**src/rtl/instr_lag_monitor_if.sv**
```systemverilog
// instr_lag_monitor_if
//   Bundles the original/delayed instruction streams and the monitor's status
//   outputs so a producer (master) and the lag monitor (slave) share one port.
//   master: drives orig_instr, delayed_instr, orig_data, delayed_data;
//           observes synced, lag_err, data_err, outstanding, state.
//   slave : the reverse direction of every signal.
interface instr_lag_monitor_if #(
  parameter int NUM_INSTR     = 4,
  parameter int NUM_DATA_BITS = 64,
  parameter int MAX_LAG       = 1
);
  localparam int OUTW = $clog2(NUM_INSTR * MAX_LAG + 1);

  logic [NUM_INSTR-1:0]     orig_instr;
  logic [NUM_INSTR-1:0]     delayed_instr;
  logic [NUM_DATA_BITS-1:0] orig_data;
  logic [NUM_DATA_BITS-1:0] delayed_data;
  logic                     synced;
  logic                     lag_err;
  logic                     data_err;
  logic [OUTW-1:0]          outstanding;
  logic [1:0]               state;

  modport master (
    output orig_instr, delayed_instr, orig_data, delayed_data,
    input  synced, lag_err, data_err, outstanding, state
  );

  modport slave (
    input  orig_instr, delayed_instr, orig_data, delayed_data,
    output synced, lag_err, data_err, outstanding, state
  );
endinterface

```
**src/rtl/instr_lag_monitor.sv**
```systemverilog
// instr_lag_monitor
//   Watches an original and a delayed instruction stream, keeps a signed lag
//   counter per lane, buffers the data of DATA_LANE issues from the original
//   stream and compares it against the delayed stream's data. Flags lag
//   divergence, buffer misuse and data mismatches; reports when both streams
//   are back in sync. All outputs are registered.
//   Ports: clk, rst (async, active-high), bus (instr_lag_monitor_if.slave):
//     orig_instr/delayed_instr/orig_data/delayed_data in,
//     synced/lag_err/data_err/outstanding/state out.
module instr_lag_monitor #(
  parameter int NUM_INSTR     = 4,
  parameter int NUM_DATA_BITS = 64,
  parameter int DATA_LANE     = 0,
  parameter int MAX_LAG       = 1,
  parameter int DEPTH         = 4
) (
  input  logic                 clk,
  input  logic                 rst,
  instr_lag_monitor_if.slave   bus
);

  localparam int LAGW = $clog2(MAX_LAG + 2) + 1;
  localparam int OUTW = $clog2(NUM_INSTR * MAX_LAG + 1);
  localparam int PTRW = (DEPTH > 1) ? $clog2(DEPTH) : 1;
  localparam int CNTW = $clog2(DEPTH + 1);
  localparam int OUT_SAT = (1 << OUTW) - 1;

  localparam logic signed [LAGW-1:0] LAG_ONE   = LAGW'(1);
  localparam logic signed [LAGW-1:0] LAG_LIMIT = LAGW'(MAX_LAG);
  localparam logic signed [LAGW-1:0] LAG_HI    = {1'b0, {(LAGW-1){1'b1}}};
  localparam logic signed [LAGW-1:0] LAG_LO    = {1'b1, {(LAGW-1){1'b0}}};
  localparam logic [CNTW-1:0]        CNT_FULL  = CNTW'(DEPTH);

  typedef enum logic [1:0] {
    ST_SYNC = 2'd0,
    ST_LAG  = 2'd1,
    ST_ERR  = 2'd2
  } state_t;

  logic signed [LAGW-1:0]   lag_q [NUM_INSTR];
  logic signed [LAGW-1:0]   lag_d [NUM_INSTR];
  logic [NUM_DATA_BITS-1:0] mem [DEPTH];
  logic [PTRW-1:0]          rd_ptr_q, wr_ptr_q;
  logic [CNTW-1:0]          count_q, count_d;
  logic                     do_write, do_read, cmp_valid, buf_err;
  logic [NUM_DATA_BITS-1:0] cmp_word;
  logic                     range_bad, all_zero;
  int                       acc;
  logic                     synced_q, synced_d;
  logic                     lag_err_q, lag_err_d;
  logic                     data_err_q, data_err_d;
  logic [OUTW-1:0]          outstanding_q, outstanding_d;
  state_t                   state_q, state_d;
  logic                     push, pop;

  assign push = bus.orig_instr[DATA_LANE];
  assign pop  = bus.delayed_instr[DATA_LANE];

  // Lag counters saturate instead of wrapping so that, once in ERR, a runaway
  // stream cannot fold back into a value that looks legal. The outstanding
  // sum saturates at its port width for the same reason.
  always_comb begin
    range_bad = 1'b0;
    all_zero  = 1'b1;
    acc       = 0;
    for (int i = 0; i < NUM_INSTR; i++) begin
      lag_d[i] = lag_q[i];
      if (bus.orig_instr[i] && !bus.delayed_instr[i] && lag_q[i] != LAG_HI)
        lag_d[i] = lag_q[i] + LAG_ONE;
      else if (!bus.orig_instr[i] && bus.delayed_instr[i] && lag_q[i] != LAG_LO)
        lag_d[i] = lag_q[i] - LAG_ONE;
      if (lag_d[i][LAGW-1] || lag_d[i] > LAG_LIMIT)
        range_bad = 1'b1;
      if (lag_d[i] != '0)
        all_zero = 1'b0;
      if (!lag_d[i][LAGW-1])
        acc = acc + int'(lag_d[i]);
    end
    outstanding_d = (acc > OUT_SAT) ? OUTW'(OUT_SAT) : OUTW'(acc);
  end

  // Data FIFO control. A push and pop together on an empty buffer bypasses
  // storage entirely; on a non-empty buffer the head is read and the new word
  // written in the same cycle, which also works when full since the head slot
  // is freed by the read.
  always_comb begin
    do_write  = 1'b0;
    do_read   = 1'b0;
    cmp_valid = 1'b0;
    cmp_word  = mem[rd_ptr_q];
    buf_err   = 1'b0;
    count_d   = count_q;
    if (push && pop) begin
      cmp_valid = 1'b1;
      if (count_q == '0) begin
        cmp_word = bus.orig_data;
      end else begin
        do_read  = 1'b1;
        do_write = 1'b1;
      end
    end else if (push) begin
      if (count_q == CNT_FULL) begin
        buf_err = 1'b1;
      end else begin
        do_write = 1'b1;
        count_d  = count_q + CNTW'(1);
      end
    end else if (pop) begin
      if (count_q == '0) begin
        buf_err = 1'b1;
      end else begin
        do_read   = 1'b1;
        cmp_valid = 1'b1;
        count_d   = count_q - CNTW'(1);
      end
    end
  end

  // Sticky flags and sync status, all derived from the updated counters.
  always_comb begin
    lag_err_d  = lag_err_q | range_bad | buf_err;
    data_err_d = data_err_q | (cmp_valid && (cmp_word != bus.delayed_data));
    synced_d   = all_zero && (count_d == '0);
  end

  // Next-state logic. Flags are sticky, so ERR holds until reset.
  always_comb begin
    state_d = state_q;
    case (state_q)
      ST_SYNC: if (!synced_d) state_d = ST_LAG;
      ST_LAG:  if (synced_d)  state_d = ST_SYNC;
      default: state_d = ST_ERR;
    endcase
    if (lag_err_d || data_err_d)
      state_d = ST_ERR;
  end

  // Counter, pointer, flag and state registers.
  always_ff @(posedge clk or posedge rst) begin
    if (rst) begin
      for (int i = 0; i < NUM_INSTR; i++)
        lag_q[i] <= '0;
      rd_ptr_q      <= '0;
      wr_ptr_q      <= '0;
      count_q       <= '0;
      synced_q      <= 1'b1;
      lag_err_q     <= 1'b0;
      data_err_q    <= 1'b0;
      outstanding_q <= '0;
      state_q       <= ST_SYNC;
    end else begin
      for (int i = 0; i < NUM_INSTR; i++)
        lag_q[i] <= lag_d[i];
      if (do_read)
        rd_ptr_q <= rd_ptr_q + PTRW'(1);
      if (do_write)
        wr_ptr_q <= wr_ptr_q + PTRW'(1);
      count_q       <= count_d;
      synced_q      <= synced_d;
      lag_err_q     <= lag_err_d;
      data_err_q    <= data_err_d;
      outstanding_q <= outstanding_d;
      state_q       <= state_d;
    end
  end

  // Buffer storage needs no reset; occupancy tracking makes stale words unreachable.
  always_ff @(posedge clk) begin
    if (do_write)
      mem[wr_ptr_q] <= bus.orig_data;
  end

  assign bus.synced      = synced_q;
  assign bus.lag_err     = lag_err_q;
  assign bus.data_err    = data_err_q;
  assign bus.outstanding = outstanding_q;
  assign bus.state       = state_q;

endmodule

```
**src/flat_wrapper.sv**
```systemverilog
// flat-port wrapper written by rule: the top's interface ports become plain ports
module instr_lag_monitor_flat 
#(
  parameter int NUM_INSTR     = 4,
  parameter int NUM_DATA_BITS = 64,
  parameter int DATA_LANE     = 0,
  parameter int MAX_LAG       = 1,
  parameter int DEPTH         = 4
)
  (clk, rst, bus_orig_instr, bus_delayed_instr, bus_orig_data, bus_delayed_data, bus_synced, bus_lag_err, bus_data_err, bus_outstanding, bus_state);
  instr_lag_monitor_if #(.NUM_INSTR(NUM_INSTR), .NUM_DATA_BITS(NUM_DATA_BITS), .MAX_LAG(MAX_LAG)) bus_i ();
  input  logic clk;
  input  logic rst;
  input wire logic [$bits(bus_i.orig_instr)-1:0] bus_orig_instr;
  input wire logic [$bits(bus_i.delayed_instr)-1:0] bus_delayed_instr;
  input wire logic [$bits(bus_i.orig_data)-1:0] bus_orig_data;
  input wire logic [$bits(bus_i.delayed_data)-1:0] bus_delayed_data;
  output wire logic [$bits(bus_i.synced)-1:0] bus_synced;
  output wire logic [$bits(bus_i.lag_err)-1:0] bus_lag_err;
  output wire logic [$bits(bus_i.data_err)-1:0] bus_data_err;
  output wire logic [$bits(bus_i.outstanding)-1:0] bus_outstanding;
  output wire logic [$bits(bus_i.state)-1:0] bus_state;
  assign bus_i.orig_instr = bus_orig_instr;
  assign bus_i.delayed_instr = bus_delayed_instr;
  assign bus_i.orig_data = bus_orig_data;
  assign bus_i.delayed_data = bus_delayed_data;
  assign bus_synced = bus_i.synced;
  assign bus_lag_err = bus_i.lag_err;
  assign bus_data_err = bus_i.data_err;
  assign bus_outstanding = bus_i.outstanding;
  assign bus_state = bus_i.state;
  instr_lag_monitor #(.NUM_INSTR(NUM_INSTR), .NUM_DATA_BITS(NUM_DATA_BITS), .DATA_LANE(DATA_LANE), .MAX_LAG(MAX_LAG), .DEPTH(DEPTH)) u_core (.clk(clk), .rst(rst), .bus(bus_i));
endmodule
```
**config.mk**
```make
export PLATFORM = sky130hd
export DESIGN_NAME = instr_lag_monitor_flat
export DESIGN_NICKNAME = d
export VERILOG_FILES = /design/src/rtl/instr_lag_monitor_if.sv /design/src/rtl/instr_lag_monitor.sv /design/src/flat_wrapper.sv
export SDC_FILE = /design/constraint.sdc
export NUM_CORES = 1
export LEC_CHECK = 0
export ABC_AREA = 0
export CORE_UTILIZATION = 30
export CTS_CLUSTER_DIAMETER = 150
export DETAILED_ROUTE_END_ITERATION = 16
export PLACE_DENSITY = 0.46
export SLEW_MARGIN = 10
export SYNTH_ARGS = -nofsm -noshare
export SYNTH_HDL_FRONTEND = slang
export SYNTH_SLANG_ARGS = --single-unit
```
**constraint.sdc**
```tcl
create_clock -name clk -period 8.6 [get_ports clk]
set_input_delay 1.29 -clock clk [delete_from_list [all_inputs] [get_ports clk]]
set_output_delay 1.29 -clock clk [all_outputs]
set_load 0.01 [all_outputs]
```
==> impl_metrics.yaml <==
hold_path:
  timing.hold.worst.class: "flip-flop to flip-flop"
  min_from: "u_core.bus.state[1]"
  hold_path_depth: 1
  worst_hold_path.endpoint: "u_core.bus.state[1]"
critical_path:
  critPathKind: "input port to flip-flop"
  timing.reg2reg.setup_slack_ns: 1.17
  cp.required_ns: 9.02
  worst-path-buf-inv: 3
  critical_path.top_delay_family: "compound AO/OA/AOI/OAI gates"
  worstPathMaxFanout: 8
  critical_path.reg2reg.endpoint: "u_core.bus.outstanding[2]"
  worstReg2RegStart: "u_core.lag_q[6]"
  crit_slowest_cell: "clkdlybuf4s50_1"
  worst_setup_path_start_kind: "input port"
  reg2regPathDepth: 26
  endpoint_kind: "flip-flop"
  worst-endpoint-arrival_ns: 8.45
  stages_on_worst_setup_path: 27
  worst_path_largest_cell_delay_ns: 0.63
synthesis:
  asyncSetResetFlopFracSynth: 0.09541
  share_of_the_yosys_chip_area_belonging_to_registers: 0.5679
  syn-instance-count: 1021
  ys_top_cells_by_area: "edfxtp_1 52%, mux4_2 9.8%, xnor2_1 4.8%"
  synth.top_cell.area_share: 0.5219
  yosysUniqueCellTypes: 66
  synth_edf_count: 256
  synth-main-ff-cell: "edfxtp_1"
  synth_area_per_cell_um2: 14.43
  synth.largest_area_cell: "edfxtp_1"
  netlist_area_um2: 14730
  post_synth_most_frequent_cells: "256 x edfxtp_1, 81 x xnor2_1, 68 x mux2i_1, 64 x mux4_2, 53 x nor2_1"
  yosysMostFrequentCell: "edfxtp_1"
  synth.yosys.warnings: 0
  ys_ff_latch: 283
grt:
  via_count_of_the_first_global_routing_pass: 9755
  wire_length_of_the_first_global_routing_pass_mm: 59.53
  grt_overflow_total: 0
  grt_start_max_net_pins: 61
  grt_usage: 0.1573
  number_of_antenna_violations_at_the_first_check_in_global_routing: 1
job:
  max_cap_violations: 0
sta:
  setup-tns-final_ns: 0
  timing.slew.headroom: 0.3350
  achievable_freq_mhz: 124.5
  worst_pin_slew_ns: 0.9974
  finalMaxSlewViolations: 0
  finClkSkew_ns: 0.01580
  fin_hold_ws_ns: 0.5119
  timing.final.hold_violations: 0
  timing.final.setup_violations: 0
  min_period_over_period: 0.9338
  unrepaired_setup_endpoints_after_global_routing: "no"
  period_minus_slack_ns: 8.030
detailed_routing:
  drc: 0
  met2_wirelength_mm: 18.22
  routed_wire_per_std_cell_um: 20.42
  via_per_inst: 4.950
  detailroute.wirelength.met3_mm: 1.565
  num_vias: 9232
  route.antenna.remaining_nets: 0
  detailed_routing_iteration_count_for_the_pre_antenna_repair_pass: 5
  route.layer.met1.wl_mm: 17.43
  maxUsedRoutingLayer: "met5"
  detail_route.iter0.violations: 583
  route.final.wire_length_mm: 38.08
finish:
  areaGrowthSynthToFinish_pct: 24.20
  final_layout_size_suffix_gt1_frac: 0.1384
  n_antenna_cell: 0
  fin_nets: 1431
floorplan:
  start_util: 0.3066
  fp.dieArea_um2: 49990
  chip_width_um: 223.6
  std_cell_rows: 80
  io_pins: 146
  placeableCoreArea_um2: 48050
  dieHeight_um: 223.6
clocking:
  tritoncts.num_buffers: 35
  clock_path_buffers: 3
  clk_root_buffer_cell: "clkbuf_16"
  clk_latency_ns: 0.54
  worst_setup_hold_path_clk_slew_ns: 0.05
  cts_tree: "built"
  cts.htree.levels: 2
  clkSinkCount: 283
pwr:
  power_density_nw_per_um2: 435.4
  ir_worst_vdd_mv: 0.1933
  report.power.total_mw: 7.964
  cellLeakagePower_nw: 6.676
place:
  routabilityCongestion: 0.8934
  dp_hpwl_mm: 25.99
  port-buffer-count: 145
run_status:
  status: "completed"
## layout by cell type (no fill, tap or decap), drive strengths merged, types with 11 or more instances in the layout
cell             n
nor2            53
buf             46
o21ai           42
clkdlybuf4s50  145
inv             48
fa              19
mux4            64
xnor2           81
clkinv          12
a21oi           38
conb            17
nand4           13
nand3           11
ha              49
clkbuf          43
nor3            18
mux2i           68
dfrtp           26
nor4            20
a21o            11
edfxtp         256
nand2           39
## flip-flops by register name, summed over array words and instances, names as in the netlist
| signal | count |
|---|---|
| u_core.count_q | 3 |
| u_core.bus.outstanding | 3 |
| u_core.bus.synced | 1 |
| u_core.lag_q | 12 |
| u_core.bus.state | 2 |
| u_core.rd_ptr_q | 2 |
| u_core.mem | 256 |
| u_core.wr_ptr_q | 2 |
| u_core.bus.lag_err | 1 |
| u_core.bus.data_err | 1 |
## worst register-to-register path, cell delays in order (launching register included)
cell and delay, ns:
dfrtp_1 0.40, ha_1 0.21, ha_1 0.19, or3b_2 0.49, o21a_1 0.13, a21oi_1 0.31, fa_1 0.45, mux2_2 0.31
ha_1 0.27, a21o_1 0.18, a21o_1 0.23, a21oi_1 0.24, inv_1 0.08, fa_1 0.36, inv_1 0.07, fa_1 0.42
nor2_1 0.16, ha_1 0.32, a21oi_1 0.33, o21ai_0 0.18, a41oi_1 0.19, o31ai_1 0.16, a221oi_1 0.40, mux2i_1 0.25
nand4_1 0.13, o41a_1 0.44, a2111o_1 0.40
## cells by family after synthesis
logic type,share of synthesized area
AOI/OAI and AO/OA,0.07382
xor gates and xnor gates,0.05114
adders and majority gates,0.06745
buffers and inverters,0.02455
DFF,0.5679
muxes,0.1471
other,0.0002546
and+or+nand+nor,0.06779
## final cells by class
type	count	area (µm²)
clock buffers	43	905.9
clock inverters	19	182.7
fillers	4551	29750
inverters	46	172.7
multi-input cells	668	6095
flip-flops and latches	283	8372
well taps	615	769.5
repair buffers	191	1797
## how the worst max path moves through the flow
stage,from,endpoint,slack (ns)
6_report,bus_delayed_instr[0],u_core.bus.outstanding[2],0.57
5_1_grt,bus_orig_instr[0],u_core.bus.outstanding[2],0.02
4_1_cts,bus_orig_instr[0],u_core.bus.outstanding[2],0.55
3_5_place_dp,bus_orig_instr[0],u_core.bus.outstanding[2],-0.01
3_3_place_gp,bus_orig_instr[0],u_core.bus.outstanding[2],0.16
2_1_floorplan,bus_delayed_instr[2],u_core.bus.outstanding[2],0.69
## power by group
group,internal [mW],leakage [nW],switching (mW)
sequential,1.82,2.64,0.143
combinational,1.94,3.51,2.65
clock,0.842,0.524,0.572
total,4.60,6.68,3.36
## metrics by stage
| stage | setup WS [ns] | utilization | instances | instance area [µm²] |
|---|---|---|---|---|
| floorplan | 0.6875 | - | 1037 | 14790 |
| global placement | 0.1607 | 0.3579 | 1803 | 17200 |
| detailed placement | -0.01145 | 0.3579 | 1803 | 17200 |
| CTS | 0.5498 | 0.3805 | 1865 | 18280 |
| global route | 0.01506 | 0.3808 | 1865 | 18290 |
| finish | 0.5696 | 0.3808 | 1865 | 18290 |
## metal layers
metal	vias up	global-route usage
met5	-	0
met2	179	0.2608
met4	2	0.04529
li1	4359	-
met3	55	0.02991
met1	4637	0.2094
## repair_timing
action,CTS,global route
hold endpoints to repair,0,0
buffers inserted,0,0
gates resized for setup,0,2
hold buffers,0,0
setup endpoints to repair,0,1
No activity file was read; power rests on OpenSTA's default activity.
